`src/rtl/seg_cube_ctrl.sv`:
```
// Eight-digit multiplexed seven-segment controller.
// CPU store port on one side, active-low segment/digit bus on the other.
module seg_cube_ctrl #(
  parameter int SCAN_DIV = 100000
) (
  input  logic        clock,
  input  logic        reset_n,
  input  logic        ioWrite,
  input  logic        CUBECtrl,
  input  logic [1:0]  addr,
  input  logic [31:0] write_data,
  output logic [7:0]  seg_out,
  output logic [7:0]  seg_en
);

  localparam int CW = (SCAN_DIV > 1) ? $clog2(SCAN_DIV) : 1;
  localparam logic [CW-1:0] CNT_MAX = CW'(SCAN_DIV - 1);

  logic [CW-1:0] cnt;
  logic [2:0]    idx;
  logic [15:0]   data_lo;
  logic [15:0]   data_hi;
  logic [7:0]    en_mask;
  logic [7:0]    dp_mask;

  logic          wr;
  logic          unused_hi;
  logic [31:0]   digits;
  logic [3:0]    nib;
  logic          lit;
  logic          dp_on;
  logic [6:0]    hex;
  logic [7:0]    en_nxt;
  logic [7:0]    seg_nxt;

  assign wr        = ioWrite & CUBECtrl;
  assign unused_hi = ^write_data[31:16];
  assign digits    = {data_hi, data_lo};
  assign nib       = digits[{idx, 2'b00} +: 4];
  assign lit       = en_mask[idx];
  assign dp_on     = dp_mask[idx];

  always_comb begin
    hex = 7'h7F;
    case (nib)
      4'h0: hex = 7'h40;
      4'h1: hex = 7'h79;
      4'h2: hex = 7'h24;
      4'h3: hex = 7'h30;
      4'h4: hex = 7'h19;
      4'h5: hex = 7'h12;
      4'h6: hex = 7'h02;
      4'h7: hex = 7'h78;
      4'h8: hex = 7'h00;
      4'h9: hex = 7'h10;
      4'hA: hex = 7'h08;
      4'hB: hex = 7'h03;
      4'hC: hex = 7'h46;
      4'hD: hex = 7'h21;
      4'hE: hex = 7'h06;
      4'hF: hex = 7'h0E;
      default: hex = 7'h7F;
    endcase
  end

  // Blanked digits drive both buses fully inactive, dp included.
  always_comb begin
    en_nxt  = 8'hFF;
    seg_nxt = 8'hFF;
    if (lit) begin
      en_nxt  = ~(8'b1 << idx);
      seg_nxt = {~dp_on, hex};
    end
  end

  always_ff @(posedge clock or negedge reset_n) begin
    if (!reset_n) begin
      cnt <= '0;
      idx <= 3'd0;
    end else if (cnt == CNT_MAX) begin
      cnt <= '0;
      idx <= idx + 3'd1;
    end else begin
      cnt <= cnt + CW'(1);
    end
  end

  always_ff @(posedge clock or negedge reset_n) begin
    if (!reset_n) begin
      data_lo <= 16'h0000;
      data_hi <= 16'h0000;
      en_mask <= 8'hFF;
      dp_mask <= 8'h00;
    end else if (wr) begin
      case (addr)
        2'b00: data_lo <= write_data[15:0];
        2'b01: data_hi <= write_data[15:0];
        2'b10: begin
          en_mask <= write_data[7:0];
          dp_mask <= write_data[15:8];
        end
        default: ;
      endcase
    end
  end

  always_ff @(posedge clock or negedge reset_n) begin
    if (!reset_n) begin
      seg_en  <= 8'hFF;
      seg_out <= 8'hFF;
    end else begin
      seg_en  <= en_nxt;
      seg_out <= seg_nxt;
    end
  end

endmodule

```
`config.mk`:
```
export PLATFORM = sky130hd
export DESIGN_NAME = seg_cube_ctrl
export DESIGN_NICKNAME = d
export VERILOG_FILES = /design/src/rtl/seg_cube_ctrl.sv
export SDC_FILE = /design/constraint.sdc
export NUM_CORES = 1
export LEC_CHECK = 0
export BUFFER_PORTS_ARGS = -buffer_cell sky130_fd_sc_hd__buf_4
export CAP_MARGIN = 20
export CORE_ASPECT_RATIO = 1.75
export CORE_UTILIZATION = 45
export DETAILED_ROUTE_END_ITERATION = 12
export GPL_ROUTABILITY_DRIVEN = 0
export GPL_TIMING_DRIVEN = 0
export HOLD_SLACK_MARGIN = 0.12
export MAX_ROUTING_LAYER = met4
export PLACE_DENSITY = 0.74
export SLEW_MARGIN = 10
export SYNTH_ARGS = -nofsm -noshare
export SYNTH_HDL_FRONTEND = slang
export SYNTH_SLANG_ARGS = --single-unit
export TNS_END_PERCENT = 10
```
`constraint.sdc`:
```
create_clock -name clock -period 3.25 [get_ports clock]
set_input_delay 0.1625 -clock clock [delete_from_list [all_inputs] [get_ports clock]]
set_output_delay 0.1625 -clock clock [all_outputs]
set_load 0.05 [all_outputs]
```
==> metrics.txt <==
final net count=410; Sink Count=84; pin slew with the least headroom to its limit=0.656 ns; R2R cell count=9; clock tree buffer depth=2; Post-synth EDFFs=0; largest cells by area after synthesis=dfrtp_1 38%, mux2_2 16%, dfstp_2 16%, mux4_2 5.2%, ha_1 4.2%; #FFs+latches synth=84; effective utilization at floorplan=0.468; worst IR drop on VDD=0.396 mV; total vias in the final route=2501; worst hold path type=input port to asynchronous set/reset pin; final design utilization=0.582; yosys warns=0; synthesized netlist net count=343; worst reg-to-reg setup slack=0.50 ns; arrival time worst endpoint=3.02 ns; Clock Pin Slew Worst Setup and Hold Paths=0.06 ns; post-synth top area share=0.383; power per cell area=624 mW/mm^2; initial antenna violation count=0; total of fill cells in the finished design=702; Routed Antenna Nets=0; f_max=363 MHz; Mapped Avg Cell Area=13.4 um^2; count of different cell masters after synthesis=45; Die Area=0.00910 mm^2; critical register-to-register path endpoint=seg_out[3]; pin count of the biggest net entering global routing=85; share of final-layout standard cells stronger than drive strength 1=0.426; Via density=5.22; half-perimeter wire length of the detailed placement result=5.36 mm; buffers added on ports=37; run status=complete, no violations; count of placed standard cells in the final layout, fillers left out=479; largest area contributor in the synthesized netlist=dfrtp_1; Critical Path End Type=flop; final sum of negative setup slack=0 ns; Power Total=3.04 mW; CTS tree=done; post-route DRC violation count=0; wirelength, routed=7.53 mm; Initial DRC Count=83; average wire length per cell after detail routing=15.7 um; top flip-flop cell by instance count after synthesis=dfrtp_1; dominant cell by count in the synthesized netlist=dfrtp_1; I/O pin count=54; r2r startpoint=idx[1]; Relative slew margins=0.563; area inside the core boundary=0.00837 mm^2; RSZ-0062 raised after global routing=false; GRT Total Usage=0.193; number of rows in the core area=44; Pre-antenna DRT Iters=4; first-pass GRT wire length=12.6 mm; worst hold margin=0.230 ns; Ant. Diodes=0; Synth Instances=292; latest clock arrival within the worst-skew pair=0.34 ns; H-tree levels=3; y dimension of the die=125 um; top fanout value on the critical path=10; placed insts=445; Max-Cap Viols=0; CTS Buf Count=9; final setup violation count=0; minimum period implied by the final worst setup slack=2.75 ns; part of the Yosys area used for sequential elements=0.544; via count of the first global-routing pass=2589; synthesis-to-finish area growth=24.4%; post-synthesis async set-or-reset flop share=1.00; kind of start point of the critical path=flop; Setup crit end=seg_out[3]; number of pins with negative max-slew slack in the final report=0; final period utilization=0.847; data required time at the worst endpoint=3.52 ns; residual overflow from global routing=0; top post-synthesis cells by count=60 x dfrtp_1, 57 x mux2_2, 26 x nand2_1; type of the worst setup path=flop to flop; number of hold violations in the final report=0; static leakage power=2.07 nW; floorplan die width=72.5 um; Clock Skews=0.00469 ns; origin of the worst setup path=idx[1]; post-synth design cell area=0.00392 mm^2; root buffer selected by CTS=clkbuf_16
-- stage by stage --
step	worst slack, ns	instance area (um^2)
after floorplan	0.852	3920
after global placement	0.318	4340
after detailed placement	0.278	4350
after CTS	0.258	4840
after global routing	0.239	4870
final	0.499	4870
-- sequential cells by signal, indices dropped and copies added (netlist names) --
signal and cells:
idx 3, seg_out 8, data_hi 16, seg_en 8
cnt 17, dp_mask 8, data_lo 16, en_mask 8
-- cells by family (layout without fill, tap and decap cells) --
family,after synthesis,after routing,share of synthesized area
fa+ha+maj,13,13,0.0415
compound gates,18,18,0.0332
simple gates,71,71,0.0929
flops,84,84,0.544
xor+xnor,16,16,0.0358
buf+inv,18,90,0.0208
mux,72,72,0.232
-- layer usage --
| layer | vias up | track usage | share of wire |
|---|---|---|---|
| met5 | - | - | 0 |
| met4 | 0 | 0.118 | 0.034 |
| met3 | 18 | 0.0282 | 0.025 |
| met2 | 64 | 0.332 | 0.56 |
| met1 | 1246 | 0.204 | 0.38 |
| li1 | 1173 | - | - |
-- report_power, final --
part / internal [mW] / switching, mW / total, mW
Sequential: 1.25 / 0.0777 / 1.33
Combinational: 0.284 / 0.324 / 0.608
Clock: 0.692 / 0.411 / 1.10
Total: 2.23 / 0.812 / 3.04
-- placed cells by master (no fill, tap or decap), types with 6 or more instances in the layout --
master,count
mux2_2,57
dfrtp_1,60
nor2_1,14
ha_1,13
clkbuf_16,9
xnor2_1,10
dfstp_2,24
inv_1,7
mux4_2,9
clkbuf_1,6
nand2_1,26
dlygate4sd3_1,17
xor2_1,6
buf_4,38
-- critical path, cell delays in order, from the launching register on --
cell and delay [ns]:
dfrtp_1 0.38, clkbuf_1 0.38, clkbuf_2 0.39, mux4_2 0.35, mux2_2 0.35, inv_1 0.15
ha_1 0.27, nor3_1 0.17, a2111oi_0 0.08, a21oi_1 0.15
-- timing repair --
item / in CTS / in global routing
endpoints found under the hold margin: 108 / 0
buffers inserted: 0 / 0
resized for setup: 0 / 1
hold buffers: 17 / 0
endpoints found under the setup margin: 0 / 1
-- worst min-delay path by stage --
stage             from         end  slack (ns)
6_report       reset_n      cnt[6]        0.23
5_1_grt        reset_n      cnt[6]        0.26
4_1_cts        addr[0]  data_lo[8]        0.26
3_5_place_dp   reset_n      cnt[6]        0.40
3_3_place_gp   reset_n      cnt[6]        0.39
2_1_floorplan  reset_n      cnt[0]       -0.13
-- area by class of cell --
class / instances / area, um^2 / share of cell area
clock inverter: 6 / 87.6 / 0.0180
timing repair buffer: 56 / 483 / 0.0991
inverter: 8 / 30.0 / 0.00616
buffer: 10 / 52.6 / 0.0108
multi-input combinational: 190 / 1710 / 0.350
sequential: 84 / 2130 / 0.437
clock buffer: 10 / 239 / 0.0490
tap: 115 / 144 / 0.0295
Power figures use the tool's default switching activity.
